File: src/rtl/macc.sv
// macc: 4x4 matrix multiply-accumulate accelerator with three 32-bit
// streaming ports (A, B, C). Loading all 16 words of both A and B kicks
// off an engine that runs one MAC per cycle for 64 cycles.
// Build option: define MACC_ACCUM_EN to compute C = C + A*B; without it
// the engine computes C = A*B and overwrites prior C contents.
module macc (
  input  logic        clk,
  input  logic        rst_n,
  input  logic [2:0]  wen,
  input  logic [2:0]  ren,
  input  logic [31:0] matrix_a_in,
  output logic [31:0] matrix_a_out,
  input  logic [31:0] matrix_b_in,
  output logic [31:0] matrix_b_out,
  input  logic [31:0] matrix_c_in,
  output logic [31:0] matrix_c_out
);

  typedef enum logic {
    IDLE,
    RUN
  } state_t;

  state_t      state_q;
  logic [5:0]  step_q;
  logic [31:0] acc_q;
  logic        aFull_q;
  logic        bFull_q;

  logic [31:0] memA_q [16];
  logic [31:0] memB_q [16];
  logic [31:0] memC_q [16];

  logic [3:0]  wptrA_q, wptrB_q, wptrC_q;
  logic [3:0]  rptrA_q, rptrB_q, rptrC_q;
  logic [3:0]  wptrA_d, wptrB_d, wptrC_d;
  logic [3:0]  rptrA_d, rptrB_d, rptrC_d;

  logic        start;
  logic        running;
  logic        wrA, wrB, wrC;
  logic [1:0]  rowI, colJ, kIdx;
  logic [3:0]  aIdx, bIdx, cIdx;
  logic [31:0] accSeed;
  logic [31:0] accIn;
  logic [31:0] macSum;

  // The start cycle already counts as busy, so writes landing on it are dropped.
  assign start   = (state_q == IDLE) && aFull_q && bFull_q;
  assign running = (state_q == RUN) || start;

  assign wrA = wen[2] && !running;
  assign wrB = wen[1] && !running;
  assign wrC = wen[0] && !running;

  // Step counter walks i, j, k in row-major order with k innermost.
  assign rowI = step_q[5:4];
  assign colJ = step_q[3:2];
  assign kIdx = step_q[1:0];
  assign aIdx = {rowI, kIdx};
  assign bIdx = {kIdx, colJ};
  assign cIdx = {rowI, colJ};

`ifdef MACC_ACCUM_EN
  assign accSeed = memC_q[cIdx];
`else
  assign accSeed = 32'd0;
`endif

  assign accIn  = (kIdx == 2'd0) ? accSeed : acc_q;
  assign macSum = accIn + memA_q[aIdx] * memB_q[bIdx];

  assign matrix_a_out = memA_q[rptrA_q];
  assign matrix_b_out = memB_q[rptrB_q];
  assign matrix_c_out = memC_q[rptrC_q];

  // Next pointer values: writes advance only when accepted, reads always.
  always_comb begin
    wptrA_d = wrA    ? wptrA_q + 4'd1 : wptrA_q;
    wptrB_d = wrB    ? wptrB_q + 4'd1 : wptrB_q;
    wptrC_d = wrC    ? wptrC_q + 4'd1 : wptrC_q;
    rptrA_d = ren[2] ? rptrA_q + 4'd1 : rptrA_q;
    rptrB_d = ren[1] ? rptrB_q + 4'd1 : rptrB_q;
    rptrC_d = ren[0] ? rptrC_q + 4'd1 : rptrC_q;
  end

  // Pointer registers.
  always_ff @(posedge clk or negedge rst_n) begin
    if (!rst_n) begin
      wptrA_q <= '0;
      wptrB_q <= '0;
      wptrC_q <= '0;
      rptrA_q <= '0;
      rptrB_q <= '0;
      rptrC_q <= '0;
    end else begin
      wptrA_q <= wptrA_d;
      wptrB_q <= wptrB_d;
      wptrC_q <= wptrC_d;
      rptrA_q <= rptrA_d;
      rptrB_q <= rptrB_d;
      rptrC_q <= rptrC_d;
    end
  end

  // Matrix storage; C is written by the host when idle or by the engine on each k==3 step.
  always_ff @(posedge clk or negedge rst_n) begin
    if (!rst_n) begin
      for (int n = 0; n < 16; n++) begin
        memA_q[n] <= '0;
        memB_q[n] <= '0;
        memC_q[n] <= '0;
      end
    end else begin
      if (wrA) memA_q[wptrA_q] <= matrix_a_in;
      if (wrB) memB_q[wptrB_q] <= matrix_b_in;
      if (wrC) memC_q[wptrC_q] <= matrix_c_in;
      if (running && kIdx == 2'd3) memC_q[cIdx] <= macSum;
    end
  end

  // Engine FSM: tracks loaded flags, launches the 64-step MAC sweep and returns to idle.
  always_ff @(posedge clk or negedge rst_n) begin
    if (!rst_n) begin
      state_q <= IDLE;
      step_q  <= '0;
      acc_q   <= '0;
      aFull_q <= 1'b0;
      bFull_q <= 1'b0;
    end else begin
      case (state_q)
        IDLE: begin
          if (start) begin
            state_q <= RUN;
            step_q  <= 6'd1;
            acc_q   <= macSum;
            aFull_q <= 1'b0;
            bFull_q <= 1'b0;
          end else begin
            if (wrA && wptrA_q == 4'd15) aFull_q <= 1'b1;
            if (wrB && wptrB_q == 4'd15) bFull_q <= 1'b1;
          end
        end
        RUN: begin
          acc_q  <= macSum;
          step_q <= step_q + 6'd1;
          if (step_q == 6'd63) state_q <= IDLE;
        end
        default: state_q <= IDLE;
      endcase
    end
  end

endmodule

File: config.mk
export PLATFORM = sky130hd
export DESIGN_NAME = macc
export DESIGN_NICKNAME = d
export VERILOG_FILES = /design/src/rtl/macc.sv
export SDC_FILE = /design/constraint.sdc
export NUM_CORES = 2
export LEC_CHECK = 0
export CAP_MARGIN = 20
export CELL_PAD_IN_SITES_DETAIL_PLACEMENT = 0
export CELL_PAD_IN_SITES_GLOBAL_PLACEMENT = 1
export CORE_UTILIZATION = 53
export CTS_CLUSTER_SIZE = 20
export DETAILED_ROUTE_END_ITERATION = 8
export PLACE_DENSITY = 0.81
export SLEW_MARGIN = 30
export SYNTH_ARGS = -nofsm -noshare
export SYNTH_HDL_FRONTEND = slang
export SYNTH_SLANG_ARGS = --single-unit
File: constraint.sdc
create_clock -name clk -period 10.66 [get_ports clk]
set_input_delay 2.132 -clock clk [delete_from_list [all_inputs] [get_ports clk]]
set_output_delay 2.132 -clock clk [all_outputs]
set_load 0.02 [all_outputs]
# Word-level counts from Yosys, hierarchy flattened
# Index checks and enable logic that the tools add are counted.
# classes
n_addsub	8
n_mul	1
n_lt_le_gt_ge	13
n_eq_ne	5
muxes	41
bitwise_logic	10
reduce_logical	19
# op_table
op	count
512-bit bitwise mux	4
512-bit two-way mux	2
32-bit binary-select mux with 4-bit select	5
32-bit demux with 4-bit select	4
32-bit two-way mux	16
32-bit case mux with 2 select lines	1
5-bit >= comparator (second input constant)	9
4-bit inverter with 5-bit output	9
32-bit adder	1
32-bit by 32-bit multiplier with 32-bit output	1
4-bit by 1-bit adder with 4-bit output (second input constant)	6
5-bit by 1-bit < comparator with 1-bit output (second input constant)	4
1-bit logical AND	12
6-bit case mux with 2 select lines	1
4-bit equality test (second input constant)	2
6-bit by 1-bit adder with 6-bit output (second input constant)	1
6-bit equality test (second input constant)	1
1-bit two-way mux	6
6-bit two-way mux	1
2-bit AND reduction	2
2-bit nonzero test	2
2-bit equality test (second input constant)	1
2-bit zero test	1
2-bit inequality test (second input constant)	1
4 further kinds	4
# word_totals
ff_bits	1601
in_bits	104
out_inout_bits	96
elab_cells	156

# Depth between registers and ports, before layout
# depth
depth_word	9
ltp_mapped	42
depth_no_buf	31

# Least setup slack after synthesis
# OpenSTA, ideal clock, no wires.
# synth_timing
path_type	register to register
from	register step_q[2]
to	register memC_q[222] (netlist name)
arrival_time_ns	9.643
required_time_ns	10.540
path_slack_ns	0.897
path_stages_with_launch	43
path_buffers	11
synth_period_minus_slack_ns	9.763
path_cell_list	dfrtp_1 -> buf_6 -> buf_8 -> buf_12 -> buf_12 -> buf_12 -> buf_6 -> buf_4 -> mux2_2 -> o22ai_1 -> nor2_1 -> o21ai_0 -> clkbuf_1 -> clkbuf_1 -> nor2_1 -> fa_1 -> inv_1 -> fa_1 -> [7 not listed] -> fa_1 -> inv_1 -> fa_1 -> inv_1 -> ha_1 -> a21oi_1 -> o21bai_1 -> a21oi_1 -> nor2_1 -> o21a_1 -> o21ai_0 -> nand2b_1 -> a221oi_1 -> o21ba_2 -> clkbuf_1 -> buf_1 -> mux2i_1 -> nor2_1
# synth_between
elab_chain_len	8
word_cells_on_any_way	14
# synth_rtl
element	line_no	text
start: declaration	25	logic [5:0] step_q;
start signal: assignment	146	step_q <= step_q + 6'd1;
4-bit inverter with 5-bit output (implied by the code)	71	assign macSum = accIn + memA_q[aIdx] * memB_q[bIdx];
32-bit binary-select mux with 4-bit select	71	
32-bit two-way mux (implied by the code) (2 in a row)	71	
32-bit by 32-bit multiplier with 32-bit output	71	
32-bit adder	71	
512-bit bitwise mux *	118	if (running && kIdx == 2'd3) memC_q[cIdx] <= macSum;
512-bit two-way mux *	118	
end signal: indexed assignment	117	if (wrC) memC_q[wptrC_q] <= matrix_c_in;
end signal: indexed assignment	118	
end: declaration	32	logic [31:0] memC_q [16];
# Mark *: on every way between the ends. The rest lies on a longest branch, timed or not. The select of a mux whose other input is x is not followed.
# A chain may end at the register's enable or synchronous reset.

# Worst setup path after layout
# layout_timing
from	register step_q[3]
to	register memC_q[31] (netlist name)
# The elaborated chain is that of the path after synthesis.

==> run summary <==
status = completed
critical path required time = 11.41 ns
delay-heaviest family, CP = adder cells
Clock Sinks = 1601
count of final max-slew check failures = 0
layout cell share with drive strength beyond 1 = 0.319
setup bufs post-CTS = 0
Num CTS Buffers = 175
Synth top area share = 0.397
post-route setup TNS = 0 ns
CTS tree = built
switching pwr = 4210 uW
CTS resizes = 0
port bufs = 199
Worst Path Class, Setup = reg2reg
Startpoint Class = flop
fill count = 14900
sequential area share after synthesis = 0.397
largest area contributor in the netlist = dfrtp_1
power density over the cells = 133 mW/mm^2
row count = 159
initial antenna violation count = 19
clock root buffer = clkbuf_16
Avg Cell Area, Syn = 12.7 sq um
FF+latch count, synth = 1601
Fmax = 101 MHz
met2 Use GR = 0.507
WP data arrival = 10.68 ns
Worst-path clk slew = 0.06 ns
GR peak layer = met2
YS warnings = 0
Core Footprint = 0.189 sq mm
post-synth cell types = 74
Max-cap violations = 0
fin area = 0.112 sq mm
minimum clock period = 9.93 ns
Detailed Route Iter0 Violations = 5872
CTS Buffer Depth = 3
Sw Share = 0.282
final wirelength = 296 mm
slew margin rel. = 0.289
Placed Area = 0.106 sq mm
hold_ws = 0.470 ns
CTS H-tree depth = 4
Worst path max stage delay = 0.93 ns
cells taking the most area after synthesis = dfrtp_1, mux4_2, mux2_2
Post-Synthesis Cell Area = 0.101 sq mm
dpl hpwl = 181 mm
gr ovfl total = 0
largest net degree at the start of global routing = 177
first-pass GRT wire length = 447 mm
Worst Setup End Kind = flop
# DRC = 0
final net count = 8527
Chip Width = 439 microns
Worst-Margin Slew = 1.07 ns
Clock Skews = 0.0618 ns
Crit path buffers/inverters = 9
Leak Pwr = 0.0529 uW
vias in the first global route = 69400
ys flop type = dfrtp_1
unrepaired setup endpoints after global routing = false
CP Max Fanout = 46
synth-to-layout area growth = 10.8%
Post-synth top cells = dfrtp_1, mux2_2, mux4_2, nand2_1, inv_1
internal power = 10700 uW
Antenna Nets Post-Route = 0
via count = 66500
met1 usage = 0.422
period utilisation layout = 0.932
Sequential Power Share = 0.425
Min-Delay Path Class = reg2reg
Hold Fails Final Rpt = 0
DRT Pass-1 Iters = 6
count leader, synth = dfrtp_1
async set-reset flop share out of synthesis = 1.00
Top cell by count, worst path = fa_1
Post-Syn Instances = 7930
power share of the clock group = 0.428
number of synthesized flops with an enable pin = 0
routed len/inst = 28.2 microns
Max VDD drop = 0.000218 V
initial core utilization = 0.536
DIE HEIGHT = 439 microns
die area = 0.192 sq mm
via/cell ratio = 6.34
met3 GRT Util = 0.0530
worst-skew pair later-pin latency = 0.89 ns
Synth Net Count = 8613
Critical-path top delay cell = dfrtp_4
Final GP Congestion = 0.928
Final setup viols = 0
Post-CTS Hold Buffers = 0
Global Route Usage Sum = 0.312
I/O pin count = 200
combinational power share = 0.147
## cell type report
type,instances,area [sq um],share of cell area
diodes,7,17.5,0.000157
clock inverters,66,1010,0.00906
multi-input cells,5148,56600,0.506
repair buffers,419,4000,0.0357
flip-flops and latches,1601,40100,0.359
inverters,499,1870,0.0168
well taps,2495,3120,0.0279
clock buffers,257,5130,0.0458
## cell families after synthesis
family,after synthesis,synth area share
AO/OA/AOI/OAI,732,0.0409
multiplexers,2366,0.343
XOR/XNOR,97,0.00976
flip-flops,1601,0.397
adder cells (fa/ha/maj),579,0.104
AND/OR/NAND/NOR,1374,0.0579
buffers and inverters,1181,0.0478
## registers in the layout, summed over array words and instances (netlist names)
signal	cells
aFull_q	1
acc_q	32
bFull_q	1
memA_q	512
memB_q	512
memC_q	512
rptrA_q	4
rptrB_q	4
rptrC_q	4
state_q	1
step_q	6
wptrA_q	4
wptrB_q	4
wptrC_q	4
## power groups by stage
| stage | logic, uW | registers, uW | clock network [uW] |
|---|---|---|---|
| CTS | 2210 | 6350 | 6490 |
| global route | 2320 | 6360 | 6730 |
| detailed placement | 2210 | 6460 | 0 |
| floorplan | 1640 | 6220 | 0 |
| finish | 2200 | 6340 | 6380 |
| global placement | 2200 | 6460 | 0 |
## routing by layer
metal | share of wire | wire, microns | up-vias
met3 | 0.074 | 21800 | 638
met1 | 0.40 | 118000 | 35200
met5 | 0.00035 | 103 | -
met2 | 0.49 | 144000 | 2691
li1 | - | - | 27900
met4 | 0.039 | 11700 | 16
## cells in the final DEF, fill, tap and decap left out, types with 11 or more instances in the layout
master	instances
dfrtp_1	1583
mux2_2	1156
mux4_2	713
nand2_1	676
inv_1	494
mux2i_1	462
o21ai_0	449
fa_1	438
nor2_1	365
clkdlybuf4s50_1	198
buf_4	192
clkbuf_16	175
a21oi_1	148
ha_1	141
nand2b_1	105
xnor2_1	74
nand2_2	47
clkbuf_8	44
clkbuf_1	38
or2_2	35
mux4_1	34
clkinv_2	28
nor2b_1	27
a22oi_1	25
nor3_1	17
a22o_1	16
nand3_1	15
buf_12	15
xor2_1	13
nand3_4	12
nor2_4	12
clkinv_16	12
bufinv_16	12
a221oi_4	11
## path summary, 6_finish.rpt
| check | cells past startpoint | from | slack [ns] | endpoint |
|---|---|---|---|---|
| min in group asynchronous | 1 | rst_n | 1.27 | memC_q[230] |
| worst max-delay path | 30 | step_q[3] | 0.73 | memC_q[31] |
| max in group asynchronous | 4 | rst_n | 7.13 | memA_q[152] |
| worst min-delay path | 2 | acc_q[0] | 0.47 | acc_q[0] |
| worst min register to register | 2 | acc_q[0] | 0.47 | acc_q[0] |
| worst max register to register | 30 | step_q[3] | 0.73 | memC_q[31] |
## worst reg2reg max path, delay by kind of cell (launching register included)
family                   cells  cell delay (ns)
adder cells (fa/ha/maj)      9             4.33
buffers and inverters        9             1.66
multiplexers                 2             1.06
AO/OA/AOI/OAI                6             0.95
flip-flops                   1             0.93
XOR/XNOR                     1             0.60
AND/OR/NAND/NOR              3             0.32
## stage by stage
step | cells | utilization | total power (uW) | setup WS (ns)
global placement | 10200 | 0.559 | 8650 | 0.796
detailed placement | 10200 | 0.560 | 8670 | 0.806
finish | 10500 | 0.593 | 14900 | 0.728
CTS | 10500 | 0.592 | 15000 | 0.769
floorplan | 7930 | - | 7860 | 0.897
global route | 10500 | 0.593 | 15400 | 0.262
Note: power is estimated with default switching activity, not from simulation.
